<file path="src/rtl/rtc_pkg.sv">
// Shared calendar types, field layout and date rules for the RTC calendar.
// Provides BCD month/weekday constants, the packed date struct and leap/max_day helpers.
package rtc_pkg;

    localparam logic [7:0] MONTH_JAN = 8'h01;
    localparam logic [7:0] MONTH_FEB = 8'h02;
    localparam logic [7:0] MONTH_APR = 8'h04;
    localparam logic [7:0] MONTH_JUN = 8'h06;
    localparam logic [7:0] MONTH_SEP = 8'h09;
    localparam logic [7:0] MONTH_NOV = 8'h11;
    localparam logic [7:0] MONTH_DEC = 8'h12;

    localparam logic [7:0] DAY_FIRST = 8'h01;
    localparam logic [7:0] DAY_LAST_DEC = 8'h31;

    localparam logic [2:0] WD_SUN = 3'd0;
    localparam logic [2:0] WD_SAT = 3'd6;

    localparam int DAY_LSB   = 0;
    localparam int MONTH_LSB = 8;
    localparam int YEAR_LSB  = 16;

    typedef struct packed {
        logic [15:0] year;
        logic [7:0]  month;
        logic [7:0]  day;
    } bcd_date_t;

    // Divisibility by 4 of a two-digit BCD value, decided from the digits:
    // even tens need units 0/4/8, odd tens need units 2/6.
    function automatic logic bcd_div4(input logic [7:0] x);
        logic [3:0] u;
        u = x[3:0];
        return (!x[4] && (u == 4'd0 || u == 4'd4 || u == 4'd8)) ||
               ( x[4] && (u == 4'd2 || u == 4'd6));
    endfunction

    // Century years fall back to the century digits (the /400 rule).
    function automatic logic is_leap(input logic [15:0] year);
        if (year[7:0] == 8'h00)
            return bcd_div4(year[15:8]);
        return bcd_div4(year[7:0]);
    endfunction

    // Invalid months get 31 so the day counter still rolls over.
    function automatic logic [7:0] max_day(input logic [7:0] month,
                                           input logic       leap);
        if (month == MONTH_FEB)
            return leap ? 8'h29 : 8'h28;
        if (month == MONTH_APR || month == MONTH_JUN ||
            month == MONTH_SEP || month == MONTH_NOV)
            return 8'h30;
        return 8'h31;
    endfunction

endpackage

</file>
<file path="src/rtl/rtc_calendar_if.sv">
// Signal bundle between the RTC time/register side and the calendar stage.
// master drives tick/load inputs and reads the date; slave is the calendar.
interface rtc_calendar_if;
    logic        day_tick_i;
    logic        date_update_i;
    logic [31:0] date_i;
    logic [2:0]  weekday_i;
    logic [31:0] date_o;
    logic [2:0]  weekday_o;
    logic        leap_year_o;
    logic        new_year_o;

    modport master (
        output day_tick_i, date_update_i, date_i, weekday_i,
        input  date_o, weekday_o, leap_year_o, new_year_o
    );

    modport slave (
        input  day_tick_i, date_update_i, date_i, weekday_i,
        output date_o, weekday_o, leap_year_o, new_year_o
    );
endinterface

</file>
<file path="src/rtl/rtc_bcd_inc.sv">
// Ripple BCD incrementer over DIGITS nibbles.
// value_i/en_i in, value_o (value+en in BCD) and carry_o out; digits >= 9 wrap to 0.
module rtc_bcd_inc #(
    parameter int DIGITS = 2
) (
    input  logic [4*DIGITS-1:0] value_i,
    input  logic                en_i,
    output logic [4*DIGITS-1:0] value_o,
    output logic                carry_o
);

    logic carry;

    always_comb begin
        carry   = en_i;
        value_o = value_i;
        for (int i = 0; i < DIGITS; i++) begin
            if (carry) begin
                // >= 9 rather than == 9 so invalid digits cannot stick.
                if (value_i[4*i +: 4] >= 4'd9) begin
                    value_o[4*i +: 4] = 4'd0;
                end else begin
                    value_o[4*i +: 4] = value_i[4*i +: 4] + 4'd1;
                    carry             = 1'b0;
                end
            end
        end
        carry_o = carry;
    end

endmodule

</file>
<file path="src/rtl/rtc_calendar.sv">
// BCD calendar: advances day/month/year and weekday on each day tick.
// Ports: clk_i, rst_i (sync, active-high), bus (slave: tick/load in, date/weekday/leap/new_year out).
module rtc_calendar
    import rtc_pkg::*;
#(
    parameter logic [31:0] RESET_DATE    = 32'h2000_0101,
    parameter logic [2:0]  RESET_WEEKDAY = 3'd6
) (
    input logic           clk_i,
    input logic           rst_i,
    rtc_calendar_if.slave bus
);

    bcd_date_t   date_q, date_d;
    logic [2:0]  weekday_q, weekday_d;

    logic        leap;
    logic        day_end;
    logic        month_end;
    logic [7:0]  day_inc;
    logic [7:0]  month_inc;
    logic [15:0] year_inc;
    logic        day_carry;
    logic        month_carry;
    logic        year_carry;
    logic        unused_carries;

    assign leap      = is_leap(date_q.year);
    assign day_end   = date_q.day >= max_day(date_q.month, leap);
    assign month_end = date_q.month >= MONTH_DEC;

    rtc_bcd_inc #(.DIGITS(2)) u_day_inc (
        .value_i (date_q.day),
        .en_i    (bus.day_tick_i),
        .value_o (day_inc),
        .carry_o (day_carry)
    );

    rtc_bcd_inc #(.DIGITS(2)) u_month_inc (
        .value_i (date_q.month),
        .en_i    (day_end),
        .value_o (month_inc),
        .carry_o (month_carry)
    );

    rtc_bcd_inc #(.DIGITS(4)) u_year_inc (
        .value_i (date_q.year),
        .en_i    (day_end & month_end),
        .value_o (year_inc),
        .carry_o (year_carry)
    );

    // Roll-over is decided by max_day/month compare, and 9999 wraps silently.
    assign unused_carries = day_carry ^ month_carry ^ year_carry;

    always_comb begin
        date_d    = date_q;
        weekday_d = weekday_q;
        if (bus.date_update_i) begin
            date_d    = bus.date_i;
            weekday_d = bus.weekday_i;
        end else if (bus.day_tick_i) begin
            weekday_d = (weekday_q >= WD_SAT) ? WD_SUN : weekday_q + 3'd1;
            if (day_end) begin
                date_d.day = DAY_FIRST;
                if (month_end) begin
                    date_d.month = MONTH_JAN;
                    date_d.year  = year_inc;
                end else begin
                    date_d.month = month_inc;
                end
            end else begin
                date_d.day = day_inc;
            end
        end
    end

    always_ff @(posedge clk_i) begin
        if (rst_i) begin
            date_q    <= RESET_DATE;
            weekday_q <= RESET_WEEKDAY;
        end else begin
            date_q    <= date_d;
            weekday_q <= weekday_d;
        end
    end

    assign bus.date_o      = date_q;
    assign bus.weekday_o   = weekday_q;
    assign bus.leap_year_o = leap;
    assign bus.new_year_o  = bus.day_tick_i & ~bus.date_update_i &
                             (date_q.month == MONTH_DEC) &
                             (date_q.day == DAY_LAST_DEC);

endmodule

</file>
<file path="src/flat_wrapper.sv">
// flat-port wrapper written by rule: the top's interface ports become plain ports
module rtc_calendar_flat import rtc_pkg::*;
#(
    parameter logic [31:0] RESET_DATE    = 32'h2000_0101,
    parameter logic [2:0]  RESET_WEEKDAY = 3'd6
)
  (clk_i, rst_i, bus_day_tick_i, bus_date_update_i, bus_date_i, bus_weekday_i, bus_date_o, bus_weekday_o, bus_leap_year_o, bus_new_year_o);
  rtc_calendar_if bus_i ();
  input logic clk_i;
  input logic rst_i;
  input wire logic [$bits(bus_i.day_tick_i)-1:0] bus_day_tick_i;
  input wire logic [$bits(bus_i.date_update_i)-1:0] bus_date_update_i;
  input wire logic [$bits(bus_i.date_i)-1:0] bus_date_i;
  input wire logic [$bits(bus_i.weekday_i)-1:0] bus_weekday_i;
  output wire logic [$bits(bus_i.date_o)-1:0] bus_date_o;
  output wire logic [$bits(bus_i.weekday_o)-1:0] bus_weekday_o;
  output wire logic [$bits(bus_i.leap_year_o)-1:0] bus_leap_year_o;
  output wire logic [$bits(bus_i.new_year_o)-1:0] bus_new_year_o;
  assign bus_i.day_tick_i = bus_day_tick_i;
  assign bus_i.date_update_i = bus_date_update_i;
  assign bus_i.date_i = bus_date_i;
  assign bus_i.weekday_i = bus_weekday_i;
  assign bus_date_o = bus_i.date_o;
  assign bus_weekday_o = bus_i.weekday_o;
  assign bus_leap_year_o = bus_i.leap_year_o;
  assign bus_new_year_o = bus_i.new_year_o;
  rtc_calendar #(.RESET_DATE(RESET_DATE), .RESET_WEEKDAY(RESET_WEEKDAY)) u_core (.clk_i(clk_i), .rst_i(rst_i), .bus(bus_i));
endmodule
</file>
<file path="config.mk">
export PLATFORM = sky130hd
export DESIGN_NAME = rtc_calendar_flat
export DESIGN_NICKNAME = d
export VERILOG_FILES = /design/src/rtl/rtc_pkg.sv /design/src/rtl/rtc_calendar_if.sv /design/src/rtl/rtc_bcd_inc.sv /design/src/rtl/rtc_calendar.sv /design/src/flat_wrapper.sv
export SDC_FILE = /design/constraint.sdc
export NUM_CORES = 1
export LEC_CHECK = 0
export BUFFER_PORTS_ARGS = -buffer_cell sky130_fd_sc_hd__buf_4
export CORE_AREA = 2 2 88 90
export DETAILED_ROUTE_END_ITERATION = 6
export DIE_AREA = 0 0 90 92
export PLACE_DENSITY_LB_ADDON = 0.05
export SYNTH_ARGS = -nofsm -noshare
export SYNTH_HDL_FRONTEND = slang
export SYNTH_SLANG_ARGS = --single-unit
export TNS_END_PERCENT = 30
</file>
<file path="constraint.sdc">
create_clock -name clk_i -period 5.5 [get_ports clk_i]
set_clock_uncertainty 0.1 [all_clocks]
set_input_delay 0 -clock clk_i [delete_from_list [all_inputs] [get_ports clk_i]]
set_output_delay 0 -clock clk_i [all_outputs]
set_load 0.01 [all_outputs]
</file>
# Word-level counts from Yosys, hierarchy flattened
# Index checks and enable logic that the tools add are counted.
[totals] ff_bits=35 word_cells=129
[classes] n_addsub=9 order_cmp=11 n_eq_ne=15 muxes=44 n_bitwise=5 reduce_logical=36
[ops] op="32-bit two-way mux" count=2
[ops] op="4-bit two-way mux" count=14
[ops] op="8-bit two-way mux" count=6
[ops] op="4-bit by 1-bit adder with 4-bit output, second input constant" count=8
[ops] op="4-bit >= comparator, second input constant" count=8
[ops] op="24-bit two-way mux" count=1
[ops] op="1-bit two-way mux" count=17
[ops] op="4-bit by 3-bit == test with 1-bit output, second input constant" count=4
[ops] op="8-bit by 3-bit == test with 1-bit output, second input constant" count=2
[ops] op="8-bit by 5-bit == test with 1-bit output, second input constant" count=2
[ops] op="16-bit two-way mux" count=1
[ops] op="4-bit AND reduction" count=4
[ops] op="2-bit nonzero test" count=7
[ops] op="1-bit logical OR" count=11
[ops] op="3-bit two-way mux" count=3
[ops] op="4-bit by 2-bit == test with 1-bit output, second input constant" count=2
[ops] op="4-bit == test, second input constant" count=2
[ops] op="8-bit by 2-bit == test with 1-bit output, second input constant" count=1
[ops] op="8-bit by 4-bit == test with 1-bit output, second input constant" count=1
[ops] op="8-bit by 6-bit == test with 1-bit output, second input constant" count=1
[ops] op="8-bit by 5-bit >= comparator with 1-bit output, second input constant" count=1
[ops] op="8-bit >= comparator" count=1
[ops] op="4-bit logical NOT" count=2
[ops] op="8-bit logical NOT" count=1
[ops] op="other kinds (9)" count=18

# Logic depth before layout (Yosys ltp)
[logic_depth] depth_word=22 ltp_mapped=14 ltp_nobuf=13

# Hierarchy
# A second synthesis with hierarchy kept.
[unflattened] cells_unflattened=396 hier_area_um2=3045.4
[modules_own_cells] module="rtc_calendar" instances=1 cells_each=235 area_each_um2=1954.4
[modules_own_cells] module="rtc_bcd_inc at u_core.u_day_inc ..." instances=2 cells_each=38 area_each_um2=280.3
[modules_own_cells] module="rtc_bcd_inc at u_core.u_year_inc" instances=1 cells_each=85 area_each_um2=530.5

# Worst setup path after synthesis
# No wires, ideal clock.
[synth_timing] path_kind="flip-flop to flip-flop" from="reg u_core.date_q, in the netlist u_core.bus.date_o[20]" to="reg u_core.date_q, in the netlist u_core.bus.date_o[16]" arrival_ns=2.804 path_slack_ns=2.508 stages_incl_launch_ff=14 path_buffers=1 path_cell_list="dfxtp_1 inv_1 ha_1 nor4b_1 nand3_1 mux2i_1 a21o_1 ha_1 nor4b_4 a21oi_1 o21ai_2 buf_6 nand2_1 a311oi_2"
[synth_between] elab_chain_cells=13
[synth_lines] element="from (decl)" line="rtc_calendar.sv:14" rtl="bcd_date_t date_q, date_d;"
[synth_lines] element="from (signal assigned)" line="rtc_calendar.sv:83" rtl="date_q <= date_d;"
[synth_lines] element="parallel branches: the longest is 3 deep, another holds 8-bit logical NOT"
[synth_lines] element="1-bit two-way mux (*)" line="rtc_pkg.sv:42" rtl="return bcd_div4(year[7:0]);"
[synth_lines] element="via bus_leap_year_o" line="flat_wrapper.sv:17" rtl="output wire logic [$bits(bus_i.leap_year_o)-1:0] bus_leap_year_o;"
[synth_lines] element="1-bit two-way mux (*)" line="rtc_pkg.sv:49" rtl="return leap ? 8'h29 : 8'h28;"
[synth_lines] element="8-bit two-way mux (*)" line="rtc_pkg.sv:48" rtl="if (month == MONTH_FEB)"
[synth_lines] element="8-bit two-way mux" line="rtc_pkg.sv:50" rtl="if (month == MONTH_APR || month == MONTH_JUN ||"
[synth_lines] element="8-bit two-way mux" line="rtc_pkg.sv:53" rtl="return 8'h31;"
[synth_lines] element="8-bit two-way mux (*)" line="rtc_pkg.sv:50"
[synth_lines] element="8-bit >= comparator (*)" line="rtc_calendar.sv:29" rtl="assign day_end = date_q.day >= max_day(date_q.month, leap);"
[synth_lines] element="1-bit AND" line="rtc_calendar.sv:48" rtl=".en_i (day_end & month_end),"
[synth_lines] element="2-bit nonzero test (no line)"
[synth_lines] element="4-bit AND reduction (no line) (*)"
# Mark *: on every way through the listed nets, which the timed path passes. The select of a mux whose other input is x is not followed.
# A chain may end at the register's enable or synchronous reset.

# Worst setup path after layout
[layout_timing] from="reg u_core.date_q, in the netlist u_core.bus.date_o[20]" to="reg u_core.date_q, in the netlist u_core.bus.date_o[24]"
[layout_between] elab_chain_cells=15
[layout_lines] element="parallel branches: the longest is 14 deep, another holds 8-bit >= comparator"
[layout_lines] element="4-bit AND reduction (no line) (*)"
# Mark *: on every way between the ends. The select of a mux whose other input is x is not followed.

==> results.toml <==
[sta]
slew_headroom = 0.5480
post-route-period-util = 0.6503
fin_crit_ns = 3.577
worst_slew_pin_slew_ns = 0.6779
hold_viol_final = 0
rsz0062_at_grt = "false"
finalSetupTns_ns = 0
setup_viol = 0
holdWs_ns = 0.01609
timing.final.max_slew_violations = 0
clock.fmax_mhz = 279.6

[grt]
grt_usage = 0.2014
grt_pass1_wl_um = 13780
grt_pass1_vias = 2820
grt_antenna_before_repair = 0
grt_max_degree = 55
overflow = 0

[place]
routabilityCongestion = 0.8587
dp_hpwl_um = 5736
port_buffers = 75
dp.cells = 497

[clocking]
root_buffer = "clkbuf_8"
clockBufferDepth = 2
cts_setup_buffers = 0
cts.sinks = 35
cts_buffers = 5
clkTransAtPathRegs_ns = 0.08
clk_latency_ns = 0.29
cts_tree = "yes"
htreeDepth = 2

[setup_path]
critPathSlowestCell = "o21ai_2"
crit_required_ns = 5.59
timing.rr.start = "u_core.bus.date_o[20]$_SDFFE_PP0P_"
r2r_end = "u_core.bus.date_o[24]$_SDFFE_PP0P_"
reg2regPathDepth = 12
cp_num_cells = 12
crit_top_cell = "ha_1"
cp_num_buf_inv = 1
r2r_setup_slack_ns = 1.92
slowest_delay_ns = 0.57
setup.worst_path.end = "u_core.bus.date_o[24]$_SDFFE_PP0P_"
worstPathArrival_ns = 3.67
crit_path_end_kind = "flip-flop"
critPathTopFamily = "compound AO/OA/AOI/OAI gates"
critical_path_class = "flip-flop to flip-flop"
cp-start-kind = "flip-flop"
crit_path_max_fanout = 14
setup.worst_path.start = "u_core.bus.date_o[20]$_SDFFE_PP0P_"
crit_chain = "inv_1, ha_1, nor4b_1, nand3_1, mux2i_1, a21o_1, ha_1, nor4b_4, a21oi_1, o21ai_2, nor4_1, o311a_1"

[logic_synthesis]
synth_seq_cells = 35
syn-num-nets = 414
async_flop_share = 0
ys_types = 66
avgSynthCellArea_um2 = 8.285
seq_area_frac_synth = 0.2480
synth-edff-count = 0
ys_warn_count = 0
synth_ff_type = "dfxtp_1"
synth_cells = 341
netlist_area_mm2 = 0.002825

[layout]
antenna_cells = 0
fillers = 763
seqCellArea_um2 = 700.7
syn2layout_area_growth_pct = 35.08
final_common_cell = "buf_4"
multiInputGateArea_mm2 = 0.001901
final_cell_mix = "buf_4 (76), dfxtp_1 (35), ha_1 (34)"
nets = 507
fin_util = 0.5124
final_cells = 536
drive_above_1_share = 0.2281

[drt]
vias_per_cell = 5.425
wl_per_cell_um = 15.54
num_vias = 2908
drt-total-wl_um = 8329
ant_nets = 0
drt_first_pass_iters = 4
drt-initial-drc-count = 76
drc = 0

[min_path]
hp-class = "input pin to flip-flop"

[power]
p_total_mw = 0.7648
power_density_mw_per_mm2 = 200.4
ir_drop_mv = 0.09634
p_leak_nw = 1.624

[floorplanning]
core_area_mm2 = 0.007447
die-area_mm2 = 0.008280
initial_core_util = 0.3794
rows = 32
die_w_um = 90
fp.dieH_um = 92
ios = 76

[flow_run]
maxCapViolations = 0

[run_status]
status = "complete, no violations"
==> cell type report <==
cell class,count,share of cell area
clock buffer,6,0.02164
tap,102,0.03344
sequential,35,0.1836
multi-input combinational,255,0.4980
clock inverter,1,0.001311
inverter,29,0.02852
timing repair buffer,108,0.2334
==> worst min-delay path by stage <==
stage                                            to              from  depth (start not counted)  slack (ns)
2_1_floorplan     u_core.bus.date_o[0]$_SDFFE_PP1P_     bus_date_i[0]                          2        0.03
3_3_place_gp      u_core.bus.date_o[8]$_SDFFE_PP1P_     bus_date_i[8]                          3        0.12
3_5_place_dp   u_core.bus.weekday_o[1]$_SDFFE_PP1P_  bus_weekday_i[1]                          3        0.14
4_1_cts          u_core.bus.date_o[19]$_SDFFE_PP0P_             rst_i                          2       0.008
5_1_grt          u_core.bus.date_o[19]$_SDFFE_PP0P_             rst_i                          2        0.02
6_report       u_core.bus.weekday_o[0]$_SDFFE_PP0P_             rst_i                          2        0.02
==> synth_stat cells (7+ instances only) <==
master / n / area (um^2)
nor4_1: 7 / 43.79
o21ai_0: 11 / 55.05
a31oi_1: 13 / 81.33
ha_1: 34 / 425.4
a21oi_1: 19 / 95.09
inv_1: 29 / 108.9
nand2_1: 27 / 101.4
a211oi_1: 8 / 60.06
nor3_1: 10 / 50.05
nor2_1: 20 / 75.07
dfxtp_1: 35 / 700.7
clkbuf_1: 10 / 37.54
nand4_1: 10 / 62.56
nand3_1: 7 / 35.03
==> registers in the layout, summed over array words and instances (netlist names) <==
register	cells
u_core.bus.date_o	32
u_core.bus.weekday_o	3
==> repair_timing <==
item                                   in CTS  in global routing
hold buffers                               32                  0
endpoints found under the hold margin      32                  0
setup endpoints to repair                   0                  0
resized for setup                           0                  0
==> layer usage <==
layer	GRT usage	share of wire	up-vias
li1	-	-	1458
met1	0.2482	0.46	1397
met2	0.3672	0.50	47
met3	0.03287	0.029	6
met4	0.04615	0.0095	0
met5	0	0	-
==> cells by family (layout without fill, tap and decap cells) <==
kind of cell / count (synthesis) / count (layout) / share of synthesized area
mux: 5 / 5 / 0.01816
buf+inv: 51 / 144 / 0.07927
flops: 35 / 35 / 0.2480
simple gates: 109 / 109 / 0.2117
compound gates: 104 / 104 / 0.2830
fa+ha+maj: 34 / 34 / 0.1506
xor+xnor: 3 / 3 / 0.009302
==> power breakdown <==
| part | leakage [nW] | internal, mW | switching, mW |
|---|---|---|---|
| registers | 0.290 | 0.274 | 0.0333 |
| logic | 1.29 | 0.125 | 0.132 |
| clock network | 0.0470 | 0.0985 | 0.102 |
| total | 1.62 | 0.497 | 0.267 |
==> stage by stage <==
| step | setup WS [ns] | area, um^2 |
|---|---|---|
| final | 1.923 | 3816 |
| after floorplan | 2.508 | 2825 |
| after CTS | 1.949 | 3816 |
| after detailed placement | 1.967 | 3408 |
| after global routing | 1.703 | 3816 |
| after global placement | 2.081 | 3408 |
Power figures use the tool's default switching activity.
